<file path="config.mk">
export PLATFORM = sky130hd
export DESIGN_NAME = fetch_unit
export DESIGN_NICKNAME = d
export VERILOG_FILES = /design/src/rtl/fetch_unit.sv
export SDC_FILE = /design/constraint.sdc
export NUM_CORES = 1
export LEC_CHECK = 0
export BUFFER_PORTS_ARGS = -buffer_cell sky130_fd_sc_hd__buf_2
export CELL_PAD_IN_SITES_DETAIL_PLACEMENT = 1
export CELL_PAD_IN_SITES_GLOBAL_PLACEMENT = 1
export CORE_MARGIN = 4
export CORE_UTILIZATION = 50
export CTS_BUF_LIST = sky130_fd_sc_hd__clkbuf_4
export DETAILED_ROUTE_END_ITERATION = 6
export MAX_ROUTING_LAYER = met4
export PLACE_DENSITY = 0.84
export SYNTH_ARGS = -nofsm -noshare
export SYNTH_HDL_FRONTEND = slang
export SYNTH_SLANG_ARGS = --single-unit
</file>
<file path="constraint.sdc">
create_clock -name clock -period 2.9 [get_ports clock]
set_input_delay 0.87 -clock clock [delete_from_list [all_inputs] [get_ports clock]]
set_output_delay 0.87 -clock clock [all_outputs]
set_load 0.05 [all_outputs]
</file>
<file path="src/rtl/fetch_unit.sv">
// Instruction fetch: two-slot memory pipeline feeding a DEPTH-entry queue toward decode.
// Define FETCH_STALL_COUNT_EN to build the decode back-pressure counter on stall_count.
module fetch_unit #(
    parameter int DATA_W   = 16,
    parameter int ADDR_W   = 12,
    parameter int DEPTH    = 4,
    parameter int RESET_PC = 0
) (
    input  logic              clock,
    input  logic              reset,
    input  logic              exec,
    output logic [ADDR_W-1:0] ir_m_addr,
    output logic              ir_m_rw,
    input  logic [DATA_W-1:0] ir_m_q,
    input  logic              redirect,
    input  logic [ADDR_W-1:0] redirect_pc,
    output logic              out_valid,
    input  logic              out_ready,
    output logic [DATA_W-1:0] out_ir,
    output logic [ADDR_W-1:0] out_pc,
    output logic [15:0]       stall_count
);
    localparam int PTR_W = $clog2(DEPTH);
    localparam int CNT_W = PTR_W + 1;
    localparam logic [ADDR_W-1:0] PC0 = ADDR_W'(RESET_PC);

    typedef enum logic {IDLE, RUN} state_t;
    state_t state;

    logic [ADDR_W-1:0] fetch_pc;
    logic              vld_p0, vld_p1;
    logic [ADDR_W-1:0] pc_p0, pc_p1;

    logic [DATA_W-1:0] q_ir [DEPTH];
    logic [ADDR_W-1:0] q_pc [DEPTH];
    logic [PTR_W-1:0]  wr_ptr, rd_ptr;
    logic [CNT_W-1:0]  count;

    logic [CNT_W-1:0]  credit_used;
    logic              issue, push, pop;

    // Queued entries plus in-flight slots must stay within DEPTH, so a push never overflows.
    assign credit_used = count + CNT_W'(vld_p0) + CNT_W'(vld_p1);
    assign issue       = (state == RUN) && exec && (credit_used < CNT_W'(DEPTH));
    assign push        = vld_p1;
    assign pop         = out_valid && out_ready;
    assign out_valid   = (count != '0);
    assign out_ir      = q_ir[rd_ptr];
    assign out_pc      = q_pc[rd_ptr];
    assign ir_m_rw     = 1'b0;

    always_ff @(posedge clock) begin
        if (reset) begin
            state     <= IDLE;
            fetch_pc  <= PC0;
            ir_m_addr <= PC0;
            vld_p0    <= 1'b0;
            vld_p1    <= 1'b0;
            wr_ptr    <= '0;
            rd_ptr    <= '0;
            count     <= '0;
        end else begin
            state <= exec ? RUN : IDLE;
            if (redirect) begin
                vld_p0 <= exec;
                vld_p1 <= 1'b0;
                wr_ptr <= '0;
                rd_ptr <= '0;
                count  <= '0;
                if (exec) begin
                    ir_m_addr <= redirect_pc;
                    fetch_pc  <= redirect_pc + 1'b1;
                end else begin
                    fetch_pc  <= redirect_pc;
                end
            end else begin
                vld_p0 <= issue;
                vld_p1 <= vld_p0;
                if (issue) begin
                    ir_m_addr <= fetch_pc;
                    fetch_pc  <= fetch_pc + 1'b1;
                end
                if (push)
                    wr_ptr <= wr_ptr + 1'b1;
                if (pop)
                    rd_ptr <= rd_ptr + 1'b1;
                count <= count + CNT_W'(push) - CNT_W'(pop);
            end
        end
    end

    // p0: address issued to memory; p1: memory has latched it; push on the next edge.
    always_ff @(posedge clock) begin
        pc_p0 <= redirect ? redirect_pc : fetch_pc;
        pc_p1 <= pc_p0;
        if (push) begin
            q_ir[wr_ptr] <= ir_m_q;
            q_pc[wr_ptr] <= pc_p1;
        end
    end

`ifdef FETCH_STALL_COUNT_EN
    function automatic logic [15:0] sat_inc16(input logic [15:0] v);
        return (v == 16'hFFFF) ? v : v + 16'd1;
    endfunction

    always_ff @(posedge clock) begin
        if (reset)
            stall_count <= '0;
        else if (out_valid && !out_ready)
            stall_count <= sat_inc16(stall_count);
    end
`else
    assign stall_count = 16'h0000;
`endif

endmodule

</file>
### Yosys cells after proc, flatten, opt, wreduce, memory -nomap -nowiden

Memories as Yosys holds them, arrays and structs flattened. A register that Yosys moved wholly into a read port is not among the register bits.
Index checks and enable logic that the tools add are counted.

| storage, ports and cells | value |
|---|---|
| output and inout port bits | 58 |
| flip-flop bits (word level) | 58 |
| input port bits | 33 |
| RAM bits | 112 |
| memories kept | 2 |
| logic and storage cells | 44 |

| cells by class | value |
|---|---|
| reduce and logical (&&, ||, !) cells | 7 |
| equal/unequal tests | 1 |
| multiplexer cells | 15 |
| magnitude comparators | 1 |
| add/subtract/negate cells | 8 |

Memories:

| memory | words | bits a word | rd ports | clocked after Yosys merged registers in | wr ports | line | text |
|---|---|---|---|---|---|---|---|
| q_ir | 4 | 16 | 1 | 1 | 1 | 34 | `logic [DATA_W-1:0] q_ir [DEPTH];` |
| q_pc | 4 | 12 | 1 | 1 | 1 | 35 | `logic [ADDR_W-1:0] q_pc [DEPTH];` |

Operators with widths:

| operator | number |
|---|---|
| 2-to-1 mux 12 bit | 7 |
| adder 12 x 1 -> 12 bit, second input constant | 2 |
| adder 3 x 1 -> 3 bit | 3 |
| 2-to-1 mux 2 bit | 4 |
| adder 2 x 1 -> 2 bit, second input constant | 2 |
| 2-to-1 mux 1 bit | 4 |
| logical AND 1 bit | 3 |
| less-than comparator 3 bit, second input constant | 1 |
| nonzero test 3 bit | 1 |
| subtractor 3 x 1 -> 3 bit | 1 |
| != test 2 bit, second input constant | 1 |
| AND reduction 2 bit | 1 |
| nonzero test 2 bit | 1 |
| OR reduction 2 bit | 1 |

### Logic depth before layout (Yosys ltp)

Gate-level depths: netlist (run 1).

| logic depth | value |
|---|---|
| depth after elaboration | 6 |
| depth in mapped cells | 9 |

### Worst setup path before layout (run 1)

No wires, ideal clock.

| timing path | value |
|---|---|
| kind | register to output |
| start point | register with a tool-made name |
| end point | output out_ir[0] |
| buffers on the path | 2 |
| cell stages (with the launch flop) | 4 |
| data required time | 2.030 ns |
| data arrival time | 1.567 ns |
| slack | 0.463 ns |
| cell sequence | dfxtp_1 > buf_2 > buf_2 > mux4_2 |

RTL lines:

| item | line | text |
|---|---|---|
| end, declared | 19 | `output logic [DATA_W-1:0] out_ir,` |

==> results_dict.tcl, run 1 <==
set metrics [dict create \
    outcome "finished, final reports clean" \
    track_usage_pct 19.07 \
    grt_use_met2_pct 31.70 \
    seqPwrFrac_pct 62.4 \
    finalSetupViolCount 0 \
    yosys_warnings 0 \
    power_frac_comb_pct 8.6 \
    cp_max_fo 14 \
    grt_setup_unrepaired "yes" \
    ys_types 64 \
    cts_tree "yes" \
    viasPerCell 5.537 \
    irDropWorstVdd_v 0.0002420 \
    grt_pass1_vias 4176 \
    grt-ovfl-total 0 \
    ant_nets 0 \
    cts_hold_repair.buffers 0 \
    htreeDepth 4 \
    drc_errors 0 \
    total_power_mw 4.373 \
    numCtsBuffers 17 \
    slew_headroom_pct 56.96 \
    startpoint_type "flop" \
    die_w_um 125.1 \
    port_buffers 73 \
    final_common_cell "edfxtp_1" \
    grt_pass1_wl_mm 22.25 \
    critPathMaxStageDelay_ns 0.52 \
    area_growth_pct 11.69 \
    synth_edf_count 112 \
    grtUsageMet3_pct 5.203 \
    antenna_cells 0 \
    drv_cap 0 \
    gp_congestion 0.9102 \
    num_vias 3937 \
    placedCellCount 678 \
    drtIter0Drc 214 \
    busiest_layer "met2" \
    cp.required_ns 2.03 \
    fmax_mhz 359.2 \
    cts_root_buf "clkbuf_4" \
    power_density_nw_per_um2 571.5 \
    dpl.hpwl_mm 9.745 \
    dr.pass1.iters 5 \
    cp-end-kind "output pin" \
    period_share_pct 96.01 \
    netlist_area_um2 6852 \
    slew_viol_final 0 \
    num_rows 42 \
    initial_utilization_pct 51.33 \
    clk_latency_ns 0.55 \
    skew_ns 0.02073 \
    grt_max_degree 29 \
    cp_cell_sequence "clkbuf_16 -> mux4_2 -> buf_2" \
    num_io_pins 91 \
    cpLargestDelayFamily "multiplexers" \
    ys_seq_area_share_pct 66.62 \
    switching_share_pct 24.54 \
    syn_avg_cell_area_um2 15.54 \
    use_met1_pct 22.75 \
    drive_above_1_share_pct 28.97 \
    die_h_um 125.1 \
    routed_wl_mm 14.01 \
    total_leakage_power_nw 2.741 \
    crit_buf_inv 2 \
    coreArea_um2 13350 \
    clkTransAtPathRegs_ns 0.12 \
    cts_num_sinks 172 \
    antenna_found_initial 0 \
    clockBufferDepth 2 \
    layout_common_cells "edfxtp_1, buf_2, dfxtp_1, mux4_2, nand2_1" \
    path_class "flop to output pin" \
    async_flop_share_pct 0 \
    finalHoldViolCount 0 \
    tns_ns 0 \
    min_period_ns 2.784 \
    critical-path-slowest-cell "mux4_2" \
    final_nets 565 \
    drt-wirelength-per-cell_um 19.70 \
    instances_no_fill 711 \
    power_switching_mw 1.073 \
    yosys_most_used_dff "edfxtp_1" \
    die-area_um2 15640 \
    p_clk_share_pct 29.1 \
    p_int_mw 3.300 \
    synth_cells 441 \
    synth_seq_cells 172 \
    max_slew.worst_pin.slew_ns 0.6456 \
    cts_setup_buffers 0 \
    cp_data_arrival_time_ns 1.91 \
    worstHoldPathType "flop to flop" \
]
[path summary, 6_finish.rpt]
kind	cells past startpoint	slack, ns	from	endpoint
setup / recovery	3	0.12	flop	out_pc[11]
setup reg to reg	5	0.68	push	fetch_pc[11]
hold / removal	0	0.34	pc_p0[9]	pc_p1[9]
hold reg to reg	0	0.34	pc_p0[9]	pc_p1[9]
[worst reg2reg max path: stages (launching register included)]
cell and delay, ns:
dfxtp_1 0.51, ha_1 0.33, a21oi_4 0.19, o221ai_2 0.29, or4_1 0.58, a311oi_1 0.25
[layer usage]
| metal | vias to the layer above | wire length (um) |
|---|---|---|
| met5 | - | 0 |
| met4 | 0 | 143 |
| met3 | 11 | 722 |
| met2 | 109 | 7489 |
| met1 | 1992 | 5651 |
| li1 | 1825 | - |
[state kept, by name, summed over array words and instances (netlist names), named ones only]
register,count
q_ir,64
pc_p0,12
q_pc,48
push,1
rd_ptr,2
vld_p0,1
state,1
pc_p1,12
count,3
fetch_pc,12
wr_ptr,2
ir_m_addr,12
[power groups by stage]
stage | Combinational, mW | Sequential, mW | Clock (mW)
final | 0.376 | 2.73 | 1.27
after global routing | 0.405 | 2.74 | 1.43
after CTS | 0.377 | 2.73 | 1.31
after detailed placement | 0.375 | 2.78 | 0
after global placement | 0.364 | 2.78 | 0
after floorplan | 0.231 | 2.83 | 0
[cells by family after synthesis]
| family | count (synthesis) | synth area share, % |
|---|---|---|
| other | 1 | 0.05473 |
| AND/OR/NAND/NOR | 95 | 7.798 |
| XOR/XNOR | 13 | 1.662 |
| buffers and inverters | 57 | 4.766 |
| multiplexers | 40 | 10.96 |
| AO/OA/AOI/OAI | 53 | 6.209 |
| flip-flops | 172 | 66.62 |
| adder cells (fa/ha/maj) | 10 | 1.936 |
[timing repair]
item                       4_1_cts  5_1_grt
setup endpoints to repair        1       28
gates resized for setup          1        9
gates cloned                     0        1
hold endpoints to repair         0        0
[cells in the mapped netlist, types with 2 or more instances]
library cell  instances  share of area [%]
a21o_1                2               0.22
buf_2                 7               0.51
a31o_1                2               0.26
a31oi_1               4               0.37
a211oi_1              9               0.99
a311oi_1              6               0.77
ha_1                  9                1.6
dfxtp_1              60                 18
a21oi_1               4               0.29
o21ai_0               3               0.22
o31a_2                3               0.44
buf_4                17                1.9
o211ai_1              2               0.22
edfxtp_1            112                 49
nor2_1               12               0.66
and4_1                5               0.64
o31ai_1               5               0.55
clkbuf_8              2               0.40
buf_6                 2               0.33
and3_1                2               0.18
or4_1                 4               0.44
mux2i_1              12                1.8
xor2_1                6               0.77
o31a_1                2               0.26
mux4_2               28                9.2
or3_1                 2               0.18
buf_1                 2               0.11
nand4_1               5               0.46
or2_1                 2               0.18
and2_1                8               0.73
nor3_1               14                1.0
xnor2_1               7               0.89
nand3_1               6               0.44
clkbuf_1              9               0.49
nand2_1              21                1.2
inv_1                17               0.93
[per-stage QoR]
stage / cell area, um^2 / util (%) / hold WS, ns / setup slack (ns)
global placement: 7338 / 54.98 / 0.3110 / 0.4719
floorplan: 6912 / - / 0.3096 / 0.4632
CTS: 7610 / 57.01 / 0.3416 / 0.004232
finish: 7652 / 57.33 / 0.3384 / 0.1157
detailed placement: 7338 / 54.98 / 0.3132 / 0.4068
global route: 7652 / 57.33 / 0.3458 / -0.009580
[cell type report]
| class | count | area, um^2 |
|---|---|---|
| timing repair buffer | 86 | 510.5 |
| inverter | 17 | 63.81 |
| multi-input combinational | 228 | 2021 |
| clock buffer | 19 | 142.6 |
| clock inverter | 13 | 126.4 |
| tap | 176 | 220.2 |
| sequential | 172 | 4568 |
| fill | 1322 | 5695 |
(Power assumes the default switching activity.)
==> run 2: changes to the inputs <==
--- a/config.mk
+++ b/config.mk
@@ -12,6 +12,7 @@
 export CORE_UTILIZATION = 50
 export CTS_BUF_LIST = sky130_fd_sc_hd__clkbuf_4
 export DETAILED_ROUTE_END_ITERATION = 6
+export GPL_TIMING_DRIVEN = 0
 export MAX_ROUTING_LAYER = met4
 export PLACE_DENSITY = 0.84
 export SYNTH_ARGS = -nofsm -noshare
==> results_dict.tcl, run 2 (synthesized netlist as in run 1, its figures left out) <==
set metrics [dict create \
    port_buffers 71 \
    crit_buf_inv 3 \
    startpoint_type "flop" \
    worstHoldStart "pc_p0[8]" \
    power_density_nw_per_um2 560.8 \
    drtIter0Drc 365 \
    track_usage_pct 21.11 \
    num_vias 4119 \
    fmax_mhz 360.0 \
    stdcell_area_um2 7928 \
    max_slew.worst_pin.slew_ns 0.7915 \
    critical-path-slowest-cell "mux4_2" \
    numCtsBuffers 17 \
    cp_cell_sequence "buf_12 -> buf_12 -> mux4_2 -> buf_2" \
    total_leakage_power_nw 2.908 \
    grt-ovfl-total 0 \
    critPathMaxStageDelay_ns 0.51 \
    die-area_um2 15640 \
    reg_top3 "q_ir x64, q_pc x48" \
    drv_cap 0 \
    dpl.hpwl_mm 10.98 \
    regToRegSetupSlack_ns 0.49 \
    slew_headroom_pct 47.23 \
    cts_num_sinks 172 \
    pre_cts_ws_ns -0.04147 \
    cp_max_fo 10 \
    instances_no_fill 742 \
    num_io_pins 91 \
    grt_pass1_wl_mm 24.54 \
    cp-end-kind "output pin" \
    final_common_cell "edfxtp_1" \
    finalHoldViolCount 0 \
    cpLargestDelayFamily "buffers and inverters" \
    worstHoldPathType "flop to flop" \
    antenna_cells 0 \
    reg2reg_from "push" \
    die_h_um 125.1 \
    seqPwrFrac_pct 61.4 \
    worst_slack_ns 0.1225 \
    top_register "q_ir" \
    coreArea_um2 13350 \
    timing.critical_path.mode_cell "buf_12" \
    clockBufferDepth 2 \
    drive_above_1_share_pct 32.69 \
    ant_nets 0 \
    outcome "finished, final reports clean" \
    clkTransAtPathRegs_ns 0.13 \
    reg2regPathDepth 6 \
    placedCellCount 704 \
    largest_reg_flops 64 \
    final_nets 596 \
    min_to "pc_p1[8]" \
    dr.pass1.iters 4 \
    power_frac_comb_pct 9.2 \
    p_int_mw 3.313 \
    r2r_end "ir_m_addr[7]" \
    cts_tree "yes" \
    num-fill-cells 1325 \
    tns_ns 0 \
    area_growth_pct 15.70 \
    layout_common_cells "edfxtp_1, buf_2, dfxtp_1, buf_4, mux4_2" \
    power_switching_mw 1.132 \
    placed_area_um2 7492 \
    irDropWorstVdd_v 0.0002397 \
    p_clk_share_pct 29.4 \
    initial_utilization_pct 51.33 \
    skew_ns 0.02070 \
    grt_setup_unrepaired "no" \
    cts_root_buf "clkbuf_4" \
    switching_share_pct 25.47 \
    cp_data_arrival_time_ns 1.91 \
    htreeDepth 4 \
    cp.required_ns 2.03 \
    finalSetupViolCount 0 \
    clk_latency_ns 0.52 \
    num_rows 42 \
    drc_errors 0 \
    die_w_um 125.1 \
    drt-wirelength-per-cell_um 20.98 \
    slew_viol_final 0 \
    worstHoldPathCells 0 \
    period_share_pct 95.77 \
    routed_wl_mm 15.56 \
    viasPerCell 5.551 \
    gp_congestion 0.9031 \
    min_period_ns 2.777 \
    grt_max_degree 29 \
    path_class "flop to output pin" \
    grt_pass1_vias 4371 \
    antenna_found_initial 0 \
]
-- run 2: changes by cell type in the layout (fill, tap and decap cells not counted), moves of 3 or more --
cell,delta
and2_1,-4
clkinv_2,+3
clkinv_1,-3
and2_2,+4
buf_2,-6
inv_6,+3
buf_4,+20
clkbuf_1,+6
-- run 2: power groups by stage --
stage	Sequential [mW]	Clock (mW)	Combinational (mW)
3_5_place_dp	2.79	0	0.404
5_1_grt	2.74	1.47	0.441
3_3_place_gp	2.78	0	0.390
4_1_cts	2.73	1.34	0.409
6_report	2.73	1.31	0.410
2_1_floorplan	2.83	0	0.231
-- run 2: final cells by class --
type                            count  area (um^2)  share of cell area, %
Sequential cell                   172         4569                  57.64
Multi-Input combinational cell    228         2026                  25.55
Timing Repair Buffer               78        462.9                  5.840
Buffer                             39        311.5                  3.930
Tap cell                          176        220.2                  2.778
Clock inverter                     15        146.4                  1.847
Clock buffer                       17        127.6                  1.610
Inverter                           17        63.81                 0.8049
-- run 2: through the flow --
step,hold slack [ns],total power [mW],util (%)
floorplan,0.3096,3.056,-
global placement,0.3105,3.166,56.09
detailed placement,0.3135,3.189,56.13
CTS,0.3344,4.475,58.72
global route,0.3388,4.651,59.39
finish,0.3274,4.446,59.39
-- run 2: worst max-delay path by stage --
stage / startpoint / end / slack, ns / cells past startpoint
after floorplan: flop / out_ir[0] / 0.46 / 3
after global placement: flop / out_ir[10] / 0.03 / 4
after detailed placement: flop / out_ir[7] / -0.04 / 4
after CTS: flop / out_ir[7] / 0.01 / 3
after global routing: flop / out_ir[7] / 0.002 / 4
final: flop / out_ir[12] / 0.12 / 4
-- run 2: repair_timing --
item / CTS / global route
buffers inserted: 0 / 6
cloned: 0 / 1
hold buffers: 0 / 0
gates resized for setup: 26 / 11
endpoints found under the setup margin: 28 / 20
-- run 2: metal layers --
metal	vias to the layer above	part of all wire [%]	track usage, %	wire length, um
li1	1887	-	-	-
met1	2076	40	25.51	6229
met2	139	53	35.78	8321
met3	17	5.4	5.075	835
met4	0	1.1	5.804	177
met5	-	0	-	0
